### config.mk
export PLATFORM = sky130hd
export DESIGN_NAME = out_uart_tx
export DESIGN_NICKNAME = d
export VERILOG_FILES = /design/src/rtl/cpu_pkg.sv /design/src/rtl/out_fifo.sv /design/src/rtl/out_uart_tx.sv
export SDC_FILE = /design/constraint.sdc
export NUM_CORES = 1
export LEC_CHECK = 0
export BUFFER_PORTS_ARGS = -buffer_cell sky130_fd_sc_hd__buf_2
export CAP_MARGIN = 40
export CORE_MARGIN = 2
export CORE_UTILIZATION = 60
export DETAILED_ROUTE_END_ITERATION = 8
export HOLD_SLACK_MARGIN = 0.15
export MAX_ROUTING_LAYER = met4
export PLACE_DENSITY = 0.76
export SLEW_MARGIN = 25
export SYNTH_ARGS = -nofsm -noshare
export SYNTH_HDL_FRONTEND = slang
export SYNTH_HIERARCHICAL = 1
export SYNTH_SLANG_ARGS = --single-unit
### constraint.sdc
create_clock -name clk -period 2.91 [get_ports clk]
set_input_delay 0.291 -clock clk [delete_from_list [all_inputs] [get_ports clk]]
set_output_delay 0.291 -clock clk [all_outputs]
set_load 0.005 [all_outputs]
### src/rtl/cpu_pkg.sv
// Shared CPU-side definitions: UART transmitter states and data-path constants.
// Latency: n/a (types and constants only).
// Backpressure: n/a.
package cpu_pkg;

    localparam int DATA_W         = 8;
    localparam int UART_STOP_BITS = 1;

    // Transmitter FSM states; PARITY is only reachable in the 8E1 build.
    typedef enum logic [2:0] {
        ST_IDLE   = 3'd0,
        ST_START  = 3'd1,
        ST_DATA   = 3'd2,
        ST_PARITY = 3'd3,
        ST_STOP   = 3'd4
    } uart_state_e;

endpackage

### src/rtl/out_fifo.sv
// Synchronous byte FIFO between the CPU OUT strobe and the UART shifter.
// Latency: a push is visible at the head (level/full) one edge after it is written.
// Backpressure: none upstream; a push while full is dropped and latches the sticky overflow flag.
module out_fifo
    import cpu_pkg::*;
#(
    parameter int DEPTH = 4,
    parameter int W     = DATA_W
) (
    input  logic                      clk,
    input  logic                      reset,
    input  logic                      push,
    input  logic [W-1:0]              push_dat,
    input  logic                      pop,
    output logic [W-1:0]              head_dat,
    output logic [$clog2(DEPTH):0]    level,
    output logic                      full,
    output logic                      overflow
);

    localparam int PW = $clog2(DEPTH);
    localparam int LW = PW + 1;

    logic [W-1:0]  mem_q [DEPTH];
    logic [W-1:0]  mem_d [DEPTH];
    logic [PW-1:0] wr_ptr_q, wr_ptr_d;
    logic [PW-1:0] rd_ptr_q, rd_ptr_d;
    logic [LW-1:0] level_q, level_d;
    logic          overflow_q, overflow_d;
    logic          push_ok;
    logic          pop_ok;

    // full comes from the registered level, so a same-cycle pop never makes room for a push.
    assign full     = (level_q == LW'(DEPTH));
    assign push_ok  = push & ~full;
    assign pop_ok   = pop & (level_q != '0);
    assign head_dat = mem_q[rd_ptr_q];
    assign level    = level_q;
    assign overflow = overflow_q;

    // Next-state for storage, pointers, occupancy and the sticky drop flag.
    always_comb begin
        mem_d      = mem_q;
        wr_ptr_d   = wr_ptr_q;
        rd_ptr_d   = rd_ptr_q;
        level_d    = level_q;
        overflow_d = overflow_q | (push & full);
        if (push_ok) begin
            mem_d[wr_ptr_q] = push_dat;
            wr_ptr_d        = wr_ptr_q + PW'(1);
        end
        if (pop_ok) begin
            rd_ptr_d = rd_ptr_q + PW'(1);
        end
        case ({push_ok, pop_ok})
            2'b10:   level_d = level_q + LW'(1);
            2'b01:   level_d = level_q - LW'(1);
            default: level_d = level_q;
        endcase
    end

    // FIFO registers; reset discards any queued bytes.
    always_ff @(posedge clk or posedge reset) begin
        if (reset) begin
            for (int i = 0; i < DEPTH; i++) begin
                mem_q[i] <= '0;
            end
            wr_ptr_q   <= '0;
            rd_ptr_q   <= '0;
            level_q    <= '0;
            overflow_q <= 1'b0;
        end else begin
            mem_q      <= mem_d;
            wr_ptr_q   <= wr_ptr_d;
            rd_ptr_q   <= rd_ptr_d;
            level_q    <= level_d;
            overflow_q <= overflow_d;
        end
    end

endmodule

### src/rtl/out_uart_tx.sv
// CPU OUT-port UART transmitter: buffers OUT bytes and sends 8N1 frames (8E1 with OUT_UART_PARITY_EN).
// Latency: start bit begins 1 cycle after the byte is written; frames are back-to-back with a 1-cycle idle gap.
// Backpressure: none toward the CPU; bytes arriving with the FIFO full are dropped and flagged in overflow.
module out_uart_tx
    import cpu_pkg::*;
#(
    parameter int CLKS_PER_BIT = 16,
    parameter int FIFO_DEPTH   = 4
) (
    input  logic                          clk,
    input  logic                          reset,
    input  logic                          out_valid,
    input  logic [7:0]                    out_data,
    output logic                          tx,
    output logic                          busy,
    output logic                          full,
    output logic                          overflow,
    output logic [$clog2(FIFO_DEPTH):0]   level
);

    localparam logic [7:0] BAUD_LAST = 8'(CLKS_PER_BIT - 1);
    localparam logic [7:0] STOP_LAST = 8'(CLKS_PER_BIT * UART_STOP_BITS - 1);

    uart_state_e       state_q, state_d;
    logic [7:0]        baud_q, baud_d;
    logic [2:0]        bit_idx_q, bit_idx_d;
    logic [DATA_W-1:0] shift_q, shift_d;
    logic              tx_q, tx_d;
    logic              pop;
    logic [DATA_W-1:0] head_dat;
    logic              baud_last;
`ifdef OUT_UART_PARITY_EN
    logic              par_q, par_d;
`endif

    out_fifo #(
        .DEPTH (FIFO_DEPTH),
        .W     (DATA_W)
    ) u_fifo (
        .clk      (clk),
        .reset    (reset),
        .push     (out_valid),
        .push_dat (out_data),
        .pop      (pop),
        .head_dat (head_dat),
        .level    (level),
        .full     (full),
        .overflow (overflow)
    );

    assign baud_last = (baud_q == BAUD_LAST);
    assign tx        = tx_q;
    assign busy      = (state_q != ST_IDLE) | (level != '0);

    // Frame sequencer: tx_d is computed for the state being entered so the pin is a pure flop.
    always_comb begin
        state_d   = state_q;
        baud_d    = baud_q + 8'd1;
        bit_idx_d = bit_idx_q;
        shift_d   = shift_q;
        tx_d      = tx_q;
        pop       = 1'b0;
`ifdef OUT_UART_PARITY_EN
        par_d     = par_q;
`endif
        case (state_q)
            ST_IDLE: begin
                baud_d = 8'd0;
                tx_d   = 1'b1;
                if (level != '0) begin
                    pop     = 1'b1;
                    shift_d = head_dat;
`ifdef OUT_UART_PARITY_EN
                    par_d   = ^head_dat;
`endif
                    state_d = ST_START;
                    tx_d    = 1'b0;
                end
            end
            ST_START: begin
                if (baud_last) begin
                    state_d   = ST_DATA;
                    baud_d    = 8'd0;
                    bit_idx_d = 3'd0;
                    tx_d      = shift_q[0];
                end
            end
            ST_DATA: begin
                if (baud_last) begin
                    baud_d    = 8'd0;
                    shift_d   = shift_q >> 1;
                    bit_idx_d = bit_idx_q + 3'd1;
                    if (bit_idx_q == 3'd7) begin
`ifdef OUT_UART_PARITY_EN
                        state_d = ST_PARITY;
                        tx_d    = par_q;
`else
                        state_d = ST_STOP;
                        tx_d    = 1'b1;
`endif
                    end else begin
                        tx_d = shift_q[1];
                    end
                end
            end
`ifdef OUT_UART_PARITY_EN
            ST_PARITY: begin
                if (baud_last) begin
                    state_d = ST_STOP;
                    baud_d  = 8'd0;
                    tx_d    = 1'b1;
                end
            end
`endif
            ST_STOP: begin
                tx_d = 1'b1;
                if (baud_q == STOP_LAST) begin
                    state_d = ST_IDLE;
                    baud_d  = 8'd0;
                end
            end
            default: begin
                state_d = ST_IDLE;
                baud_d  = 8'd0;
                tx_d    = 1'b1;
            end
        endcase
    end

    // Sequencer registers; reset drives the line idle-high immediately.
    always_ff @(posedge clk or posedge reset) begin
        if (reset) begin
            state_q   <= ST_IDLE;
            baud_q    <= 8'd0;
            bit_idx_q <= 3'd0;
            shift_q   <= '0;
            tx_q      <= 1'b1;
`ifdef OUT_UART_PARITY_EN
            par_q     <= 1'b0;
`endif
        end else begin
            state_q   <= state_d;
            baud_q    <= baud_d;
            bit_idx_q <= bit_idx_d;
            shift_q   <= shift_d;
            tx_q      <= tx_d;
`ifdef OUT_UART_PARITY_EN
            par_q     <= par_d;
`endif
        end
    end

endmodule
==> reports/results.txt, run 1 <==
Hold slack -> 0.220 ns
Hold Crit Depth -> 2
Final wirelength -> 5160 um
Post-synth EDFFs -> 0
CP max stage cell -> dfrtp_1
Reg2reg start -> state_q[0]$_DFFE_PP0P_
Sw Share -> 30.6%
Pin count of the biggest net entering global routing -> 41
Core area -> 0.00482 mm2
Tot GR Track Use -> 21.9%
Critical R2R Capture -> u_fifo/level[2]$_DFFE_PP0P_
Ys Warns -> 6
Worst skew pair latency -> 0.34 ns
Clock skew -> 0.00338 ns
Fin. Hold Viols -> 0
Routed Antenna Nets -> 0
DIE HEIGHT -> 75.2 um
CP Max Fanout -> 12
Peak supply drop -> 0.000606 V
H-tree depth -> 3
Register area -> 0.00158 mm2
Met1 Wirelength -> 2290 um
Port buffer count -> 17
Crit path kind -> flip-flop to flip-flop
Top sig layer -> met4
Initial DRC count -> 121
Clock-pin slew of the registers on the worst-case setup and hold paths -> 0.07 ns
Wirelength per Cell -> 15.8 um
Outcome -> finished clean
Via count -> 1806
CTS sink cnt -> 63
Horiz. Die Dim -> 75.2 um
WL met2 -> 2610 um
Synth async-reset ratio -> 100%
CP peak stage delay -> 0.52 ns
Power density over cell area -> 1080 mW/mm2
Arrival @ worst endpoint -> 2.79 ns
Initial antenna violation count -> 0
Pre-antenna DRT Iters -> 4
Cells along the critical path -> nor2_4 > and3b_1 > o31a_2 > ha_1 > inv_1 > fa_1 > xor2_1 > nor2_1 > xor2_1
Net Count, Synth -> 251
Relative slew slack -> 60.0%
Gate power share -> 33.5%
Sequential area share after synthesis -> 51.9%
Minimum clock period -> 2.52 ns
FP Rows -> 25
Avg Cell Area, Syn -> 13.2 um2
Dpl hpwl -> 3660 um
Clock share of power -> 23.0%
ANT cells -> 0
Int Pwr -> 2570 uW
DRC Markers -> 0
# fillers -> 345
Setup Total Neg Slack -> 0 ns
RSZ-0062 raised after global routing -> no
Top_reg_cell synth -> dfrtp_1
Yosys cell types -> 48
Crit-path most repeated cell -> xor2_1
Mapped Area -> 0.00304 mm2
Resized cells post-CTS -> 0
Layout cells sized above 1 -> 37.5%
Layout area overhead -> 12.8%
Footprint of the multi-input gates -> 0.00138 mm2
Seq cells post-synth -> 63
Max cap viols -> 0
Num CTS Buffers -> 9
Final count of negative-setup-slack endpoints -> 0
Hold Path End -> u_fifo/mem_q[28]$_DFFE_PP0P_
Slew Limit Fails -> 0
Vias in the first global route -> 1817
TritonCTS clock tree -> yes
Total net switching power -> 1130 uW
Vias per cell -> 5.54
Starting Density -> 63.2%
Syn Inst Count -> 231
Final period util -> 86.6%
Grt total ovfl -> 0
Die ar. -> 0.00566 mm2
Max Clock Freq -> 397 MHz
Crit path launch type -> flip-flop
Root buf cell -> clkbuf_8
Tightest Pin Transition -> 0.600 ns
Reg2reg setup slack -> 0.39 ns
Critical Path RT -> 3.18 ns
Met3 routed WL -> 171 um
Final core occ -> 71.3%
Worst Hold Class -> input port to flip-flop
Min-delay src -> out_data[4]
CTS Buffer Depth -> 2
Share of power burned in registers -> 43.5%
Leakage -> 0.00149 uW
Gpl congestion -> 0.803
First-pass GRT wire length -> 8580 um
# IOs -> 18
CP endpoint kind -> flip-flop
Nets -> 274
Worst Reg-to-Reg Cells -> 9
worst max path at each step:
stage / slack (ns) / end / start
6_report: 0.39 / u_fifo/level[2]$_DFFE_PP0P_ / state_q[0]$_DFFE_PP0P_
5_1_grt: 0.18 / u_fifo/level[2]$_DFFE_PP0P_ / state_q[0]$_DFFE_PP0P_
4_1_cts: 0.37 / u_fifo/level[2]$_DFFE_PP0P_ / state_q[0]$_DFFE_PP0P_
3_5_place_dp: 0.39 / u_fifo/level[2]$_DFFE_PP0P_ / state_q[0]$_DFFE_PP0P_
3_3_place_gp: 0.49 / u_fifo/level[2]$_DFFE_PP0P_ / state_q[0]$_DFFE_PP0P_
2_1_floorplan: 0.68 / u_fifo/level[2]$_DFFE_PP0P_ / state_q[2]$_DFFE_PP0P_
placed cells by master (no fill, tap or decap), types with 4 or more instances in the layout:
cell type / instances
ha_1: 8
mux4_2: 8
nor2_2: 4
nand2b_1: 7
nor2_1: 10
buf_2: 17
mux2_2: 31
xor2_1: 6
dfrtp_1: 62
clkbuf_8: 11
o221a_2: 7
o21ai_0: 5
nand3_1: 7
xnor2_1: 7
inv_1: 8
nand2_1: 16
Yosys cell counts (all sizes together) (3+ instances only):
master  instances  share of area, %
xnor2           7               2.0
a21oi           3              0.49
inv             8              0.99
mux2           33                12
nand2          16               2.0
nand4           3               1.1
nand2b          8               1.9
nor2           15               2.4
dfrtp          62                51
xor2            6               1.7
o21ai           5              0.82
o221a           7               2.6
buf             8               1.6
mux4            8               5.9
ha              8               3.3
nand3           7               1.2
logic make-up after synthesis:
kind of cell    count (synthesis)  synth area share, %
flops                          63                 51.9
mux                            42                 18.5
fa+ha+maj                       9                 3.95
compound gates                 22                 5.76
buf+inv                        17                 2.80
xor+xnor                       13                 3.74
simple gates                   65                 13.4
worst max-delay path, delay by kind of cell (launching register included):
family                     cells  cell delay [ns]
buffers and inverters          1             0.06
and+or+nand+nor                3             0.75
xor gates and xnor gates       2             0.30
AOI/OAI and AO/OA              1             0.26
DFF                            1             0.52
adders and majority gates      2             0.56
routing by layer:
| layer | GRT usage, % | vias to the layer above |
|---|---|---|
| li1 | - | 873 |
| met1 | 26.9 | 894 |
| met2 | 34.9 | 27 |
| met3 | 6.02 | 12 |
| met4 | 8.19 | 0 |
| met5 | - | - |
layout make-up:
cell class / instances / area share [%]
flip-flops and latches: 63 / 46.0
multi-input cells: 151 / 40.2
clock buffers: 13 / 4.63
repair buffers: 21 / 4.01
well taps: 67 / 2.44
clock inverters: 3 / 1.90
inverters: 8 / 0.875
power by group through the flow:
stage	logic (uW)	clock network, uW	registers [uW]
floorplan	1100	0	1490
global placement	1210	0	1610
detailed placement	1260	0	1630
CTS	1260	863	1620
global route	1370	908	1680
finish	1240	851	1610
sequential cells by signal, indices dropped and copies added, names as in the netlist:
register and cells:
bit_idx_q 3, baud_q 8, u_fifo/mem_q 32, state_q 3, u_fifo/level 3, u_fifo/rd_ptr_q 2
u_fifo/wr_ptr_q 2, tx 1, u_fifo/overflow 1, shift_q 8
stage by stage:
stage / instance area (um2) / setup WS (ns) / total power, uW / cells
after floorplan: 3040 / 0.676 / 2580 / 231
after global placement: 3170 / 0.492 / 2820 / 308
after detailed placement: 3200 / 0.387 / 2890 / 309
after CTS: 3430 / 0.366 / 3750 / 326
after global routing: 3430 / 0.182 / 3950 / 326
final: 3430 / 0.389 / 3710 / 326
what timing repair did:
action	CTS	global route
buffers inserted	0	0
hold buffers	1	0
hold endpoints to repair	45	0
setup endpoints to repair	0	0
(Power assumes the default switching activity.)
==> inputs of run 2 (changes only) <==
--- a/config.mk
+++ b/config.mk
@@ -8,11 +8,11 @@
 export BUFFER_PORTS_ARGS = -buffer_cell sky130_fd_sc_hd__buf_2
 export CAP_MARGIN = 40
 export CORE_MARGIN = 2
-export CORE_UTILIZATION = 60
+export CORE_UTILIZATION = 30
 export DETAILED_ROUTE_END_ITERATION = 8
 export HOLD_SLACK_MARGIN = 0.15
 export MAX_ROUTING_LAYER = met4
-export PLACE_DENSITY = 0.76
+export PLACE_DENSITY = 0.42
 export SLEW_MARGIN = 25
 export SYNTH_ARGS = -nofsm -noshare
 export SYNTH_HDL_FRONTEND = slang
==> run 2 against run 1 <==
Against the previous run:
- global-route usage decreased by 9.5 points
- power decreased by 2.6%
- worst hold slack got worse by 0.0026 ns
- via count increased by 2.2%
- setup slack got worse by 0.020 ns
- flip-flop and latch count unchanged
- die area increased by 94%
- utilization decreased by 36 points
- routed wire length increased by 14%
==> reports/results.txt, run 2 (synthesis results as in run 1) <==
Final period util -> 87.3% (+0.67 points)
# fillers -> 1027 (+200%)
Final core occ -> 35.3% (-36 points)
Via count -> 1845 (+2.2%)
CTS Buffer Depth -> 2 (unchanged)
Arrival @ worst endpoint -> 2.81 ns (+0.02 ns)
Top sig layer -> met4
Max reg flops -> 32 (unchanged)
Core area -> 0.00982 mm2 (+100%)
Initial DRC count -> 36 (-70%)
Fin. Hold Viols -> 0 (unchanged)
RSZ-0062 raised after global routing -> no
Vias in the first global route -> 1956 (+7.6%)
Final count of negative-setup-slack endpoints -> 0 (unchanged)
Root buf cell -> clkbuf_8
Worst skew pair latency -> 0.35 ns (about the same)
CTS sink cnt -> 63 (unchanged)
Dpl hpwl -> 4030 um (+10%)
Layout cells sized above 1 -> 37.8% (+0.39 points)
# IOs -> 18 (unchanged)
Minimum clock period -> 2.54 ns (+0.0195 ns)
Port buffer count -> 17 (unchanged)
Min-delay src -> out_data[5]
Critical Path RT -> 3.18 ns (about the same)
Vias per cell -> 4.71 (-15%)
Most frequent cells in the layout -> dfrtp_1 (62), mux2_2 (31), buf_2 (17)
FP Rows -> 36 (+44%)
Pin count of the biggest net entering global routing -> 41 (unchanged)
Wirelength per Cell -> 15.0 um (-5.0%)
Crit path launch type -> flip-flop
Power density over cell area -> 1040 mW/mm2 (-3.6%)
DRC Markers -> 0 (unchanged)
Grt total ovfl -> 0 (unchanged)
ANT cells -> 0 (unchanged)
Starting Density -> 31.0% (-32 points)
Biggest regs -> u_fifo/mem_q (32), baud_q (8), shift_q (8)
Slew Limit Fails -> 0 (unchanged)
Clock-pin slew of the registers on the worst-case setup and hold paths -> 0.08 ns (about the same)
CP Launch Point -> state_q[0]$_DFFE_PP0P_
First-pass GRT wire length -> 10200 um (+19%)
Gpl congestion -> 0.719 (-10%)
Max cap viols -> 0 (unchanged)
Max Clock Freq -> 394 MHz (-0.77%)
Leakage -> 0.00147 uW (-1.5%)
Commonest non-fill, non-tap cell in the layout -> dfrtp_1
Reg2reg start -> state_q[0]$_DFFE_PP0P_
Tot GR Track Use -> 12.4% (-9.5 points)
Tightest Pin Transition -> 0.624 ns (+0.0240 ns)
Clock skew -> 0.00971 ns (+0.00634 ns)
Setup Total Neg Slack -> 0 ns (unchanged)
# Post-CTS Setup Buffers -> 0 (unchanged)
WL met2 -> 2980 um (+14%)
H-tree depth -> 3 (unchanged)
Nets -> 274 (unchanged)
Layout area overhead -> 14.0%
Met1 Wirelength -> 2640 um (+15%)
Final wirelength -> 5900 um (+14%)
Peak supply drop -> 0.000380 V (-37%)
Initial antenna violation count -> 0 (unchanged)
TritonCTS clock tree -> yes
Horiz. Die Dim -> 105 um (+39%)
Pre-antenna DRT Iters -> 4 (unchanged)
Biggest register -> u_fifo/mem_q
Die ar. -> 0.0110 mm2 (+94%)
Met3 routed WL -> 190 um (+11%)
Outcome -> finished clean
Routed Antenna Nets -> 0 (unchanged)
Worst Hold Class -> input port to flip-flop
Crit path kind -> flip-flop to flip-flop
CP Max Fanout -> 12 (unchanged)
DIE HEIGHT -> 105 um (+39%)
Num CTS Buffers -> 9 (unchanged)
CP endpoint kind -> flip-flop
Relative slew slack -> 58.4% (-1.6 points)
[run 2: final timing paths]
path / end / slack (ns) / cells past startpoint
max in group asynchronous: u_fifo/mem_q[2]$_DFFE_PP0P_ / 1.91 / 4
max reg2reg: u_fifo/level[2]$_DFFE_PP0P_ / 0.37 / 9
min in group asynchronous: state_q[0]$_DFFE_PP0P_ / 0.47 / 3
max: u_fifo/level[2]$_DFFE_PP0P_ / 0.37 / 9
min: u_fifo/mem_q[5]$_DFFE_PP0P_ / 0.22 / 2
min reg2reg: u_fifo/overflow$_DFF_PP0_ / 0.46 / 1
[run 2: routing by layer]
metal	global-route usage (%)	vias up
li1	-	873
met1	14.3	942
met2	20.5	22
met3	3.62	8
met4	4.57	0
met5	-	-
[run 2: per-stage QoR]
| step | std cells | hold WS (ns) | setup slack (ns) | power, uW | area (um2) |
|---|---|---|---|---|---|
| CTS | 392 | 0.200 | 0.349 | 3690 | 3470 |
| global placement | 374 | 0.443 | 0.431 | 2880 | 3250 |
| global route | 392 | 0.214 | 0.143 | 3900 | 3470 |
| floorplan | 231 | 0.292 | 0.676 | 2580 | 3040 |
| detailed placement | 375 | 0.303 | 0.360 | 2910 | 3270 |
| finish | 392 | 0.217 | 0.369 | 3610 | 3470 |
[run 2: final cells by class]
type	instances	area (um2)	area share (%)
Multi-Input combinational cell	151	1380	39.8
Inverter	8	30.0	0.866
Sequential cell	63	1580	45.5
Tap cell	133	166	4.80
Timing Repair Buffer	21	125	3.61
Clock inverter	6	61.3	1.77
Clock buffer	10	128	3.68
[run 2: critical path: stages (launching register included)]
cell and delay [ns]:
dfrtp_1 0.52, nor2_4 0.24, and3b_1 0.43, o31a_2 0.26
ha_1 0.18, inv_1 0.06, fa_1 0.37, xor2_1 0.15
nor2_1 0.12, xor2_1 0.15
[run 2: timing repair]
| item | in CTS | in global routing |
|---|---|---|
| endpoints found under the hold margin | 46 | 0 |
| hold buffers | 1 | 0 |
| gates resized for setup | 0 | 0 |
[run 2: power breakdown]
| group | internal [uW] | total (uW) | switching (uW) |
|---|---|---|---|
| Combinational | 754 | 1240 | 488 |
| Clock | 393 | 750 | 357 |
| Sequential | 1280 | 1620 | 332 |
==> inputs of run 3 (changes only) <==
--- a/config.mk
+++ b/config.mk
@@ -7,12 +7,14 @@
 export LEC_CHECK = 0
 export BUFFER_PORTS_ARGS = -buffer_cell sky130_fd_sc_hd__buf_2
 export CAP_MARGIN = 40
+export CELL_PAD_IN_SITES_DETAIL_PLACEMENT = 0
+export CELL_PAD_IN_SITES_GLOBAL_PLACEMENT = 1
 export CORE_MARGIN = 2
 export CORE_UTILIZATION = 30
 export DETAILED_ROUTE_END_ITERATION = 8
 export HOLD_SLACK_MARGIN = 0.15
 export MAX_ROUTING_LAYER = met4
-export PLACE_DENSITY = 0.42
+export PLACE_DENSITY = 0.49
 export SLEW_MARGIN = 25
 export SYNTH_ARGS = -nofsm -noshare
 export SYNTH_HDL_FRONTEND = slang
==> run 3 against run 2 <==
Against the previous run:
- global-route usage is 0.068 points higher
- die area is the same
- count of clock-buffer cells in the layout unchanged
- sequential share of layout area fell by 1.1 points
- largest power group unchanged
- fmax grew 15%
- via count is 0.27% lower
- cell count grew 0.26%
- combinational power hardly changed
==> reports/results.txt, run 3 (synthesis results as in run 1) <==
CTS sink cnt -> 63 (unchanged)
CTS Buffer Depth -> 2 (unchanged)
Core area -> 0.00982 mm2 (unchanged)
# Post-CTS Setup Buffers -> 0 (unchanged)
Slew Limit Fails -> 0 (unchanged)
Initial DRC count -> 32 (-11%)
Final wirelength -> 5920 um (+0.36%)
Outcome -> finished clean
Critical Path RT -> 3.17 ns (about the same)
Routed Antenna Nets -> 0 (unchanged)
Max reg flops -> 32 (unchanged)
Most frequent cells in the layout -> dfrtp_1 (62), mux2_2 (31), buf_2 (17)
Power density over cell area -> 1070 mW/mm2 (+3.3%)
Commonest non-fill, non-tap cell in the layout -> dfrtp_1
Layout area overhead -> 16.7%
Clock share of power -> 25.1% (+4.3 points)
Hold_buf cts -> 1 (unchanged)
CP endpoint kind -> flip-flop
Final period util -> 76.0% (-11 points)
Via count -> 1840 (-0.27%)
Tot GR Track Use -> 12.4% (+0.068 points)
CP Max Fanout -> 12 (unchanged)
Gate power share -> 32.5% (-1.9 points)
Critical R2R Capture -> u_fifo/level[2]$_DFFE_PP0P_
Dpl hpwl -> 4050 um (+0.56%)
H-tree depth -> 3 (unchanged)
Setup Total Neg Slack -> 0 ns (unchanged)
Vias per cell -> 4.68 (-0.52%)
Pre-antenna DRT Iters -> 4 (unchanged)
Placed cells -> 376 (+0.27%)
Wirelength per Cell -> 15.1 um (+0.10%)
Peak supply drop -> 0.000351 V (-7.7%)
Pin count of the biggest net entering global routing -> 41 (unchanged)
Fin area -> 0.00355 mm2 (+2.4%)
DRC Markers -> 0 (unchanged)
Minimum clock period -> 2.21 ns (-0.330 ns)
Share of power burned in registers -> 42.4% (-2.4 points)
Final count of negative-setup-slack endpoints -> 0 (unchanged)
DIE HEIGHT -> 105 um (unchanged)
Biggest register -> u_fifo/mem_q
ANT cells -> 0 (unchanged)
Crit path kind -> flip-flop to flip-flop
Leakage -> 0.00151 uW (+2.6%)
FP Rows -> 36 (unchanged)
# IOs -> 18 (unchanged)
Grt total ovfl -> 0 (unchanged)
Max Clock Freq -> 452 MHz (+15%)
Hold slack -> 0.228 ns (+0.0101 ns)
Nets -> 275 (+0.36%)
Non-filler cells in the finished layout -> 393 (+0.26%)
Int Pwr -> 2640 uW (+8.6%)
Port buffer count -> 17 (unchanged)
Reg2reg setup slack -> 0.70 ns (+0.33 ns)
Die ar. -> 0.0110 mm2 (unchanged)
Arrival @ worst endpoint -> 2.47 ns (-0.34 ns)
Crit path capture -> u_fifo/level[2]$_DFFE_PP0P_
TritonCTS clock tree -> yes
Clock-pin slew of the registers on the worst-case setup and hold paths -> 0.08 ns (about the same)
Layout cells sized above 1 -> 38.5% (+0.62 points)
Resized cells post-CTS -> 0 (unchanged)
Sw Share -> 30.8% (-1.8 points)
First-pass GRT wire length -> 10200 um (about the same)
Gpl congestion -> 0.672 (-6.5%)
Crit path launch type -> flip-flop
Horiz. Die Dim -> 105 um (unchanged)
Worst Hold Class -> input port to flip-flop
Root buf cell -> clkbuf_8
Max cap viols -> 0 (unchanged)
Biggest regs -> u_fifo/mem_q (32), baud_q (8), shift_q (8)
Relative slew slack -> 58.1% (-0.29 points)
CP Launch Point -> state_q[0]$_DFFE_PP0P_
Initial antenna violation count -> 0 (unchanged)
Total net switching power -> 1170 uW (-0.16%)
Worst skew pair latency -> 0.34 ns (about the same)
Clock skew -> 0.0105 ns (+0.000759 ns)
RSZ-0062 raised after global routing -> no
Area after DPL -> 0.00329 mm2 (+0.61%)
Vias in the first global route -> 1960 (+0.20%)
Worst Reg-to-Reg Cells -> 9 (unchanged)
Num CTS Buffers -> 9 (unchanged)
Tightest Pin Transition -> 0.622 ns (-0.00145 ns)
Starting Density -> 31.0% (unchanged)
Fin. Hold Viols -> 0 (unchanged)
Total power draw -> 3820 uW (+5.8%)
Reg2reg start -> state_q[0]$_DFFE_PP0P_
[run 3: cell count changes in the layout (fill, tap and decap cells not counted)]
cell       before  now
clkbuf_8        9   10
bufinv_16       1    3
inv_6           0    1
buf_4           2    3
clkbuf_1        1    0
clkinv_2        3    0
buf_8           1    0
buf_16          0    1
[run 3: worst min path at each step]
stage / startpoint / to / slack [ns] / cells past startpoint
2_1_floorplan: reset / baud_q[0]$_DFF_PP0_ / 0.29 / 1
3_3_place_gp: u_fifo/overflow$_DFF_PP0_ / u_fifo/overflow$_DFF_PP0_ / 0.45 / 1
3_5_place_dp: reset / bit_idx_q[0]$_DFFE_PP0P_ / 0.36 / 2
4_1_cts: out_data[6] / u_fifo/mem_q[6]$_DFFE_PP0P_ / 0.20 / 2
5_1_grt: out_data[6] / u_fifo/mem_q[14]$_DFFE_PP0P_ / 0.20 / 2
6_report: out_data[3] / u_fifo/mem_q[11]$_DFFE_PP0P_ / 0.23 / 2
[run 3: per-layer routing]
metal | vias to the layer above | part of all wire (%) | GRT usage [%] | wire [um]
met3 | 6 | 3.6 | 4.37 | 215
met2 | 23 | 48 | 20.0 | 2870
met5 | - | 0 | - | 0
li1 | 869 | - | - | -
met1 | 942 | 47 | 14.8 | 2770
met4 | 0 | 1.1 | 3.71 | 68
[run 3: area by class of cell]
cell class	instances	area, um2
Fill cell	1030	6270
Sequential cell	63	1580
Multi-Input combinational cell	151	1380
Tap cell	133	166
Timing Repair Buffer	22	145
Clock buffer	10	138
Clock inverter	6	115
Inverter	8	30.0
[run 3: stage by stage]
stage | setup slack, ns | utilization, %
3_3_place_gp | 0.708 | 33.2
3_5_place_dp | 0.696 | 33.5
6_report | 0.700 | 36.2
5_1_grt | 0.515 | 36.2
4_1_cts | 0.690 | 36.2
2_1_floorplan | 0.676 | -
[run 3: power by group through the flow]
stage          Sequential [uW]  Clock, uW  Combinational (uW)
2_1_floorplan             1490          0                1100
3_3_place_gp              1630          0                1270
3_5_place_dp              1640          0                1270
4_1_cts                   1630        994                1280
5_1_grt                   1690       1040                1410
6_report                  1620        957                1240
[run 3: critical path: stages (launching register included)]
cell,delay [ns]
dfrtp_1,0.52
nor2_4,0.23
and3b_1,0.21
o31a_2,0.18
ha_1,0.18
inv_1,0.05
fa_1,0.37
xor2_1,0.15
nor2_1,0.12
xor2_1,0.15
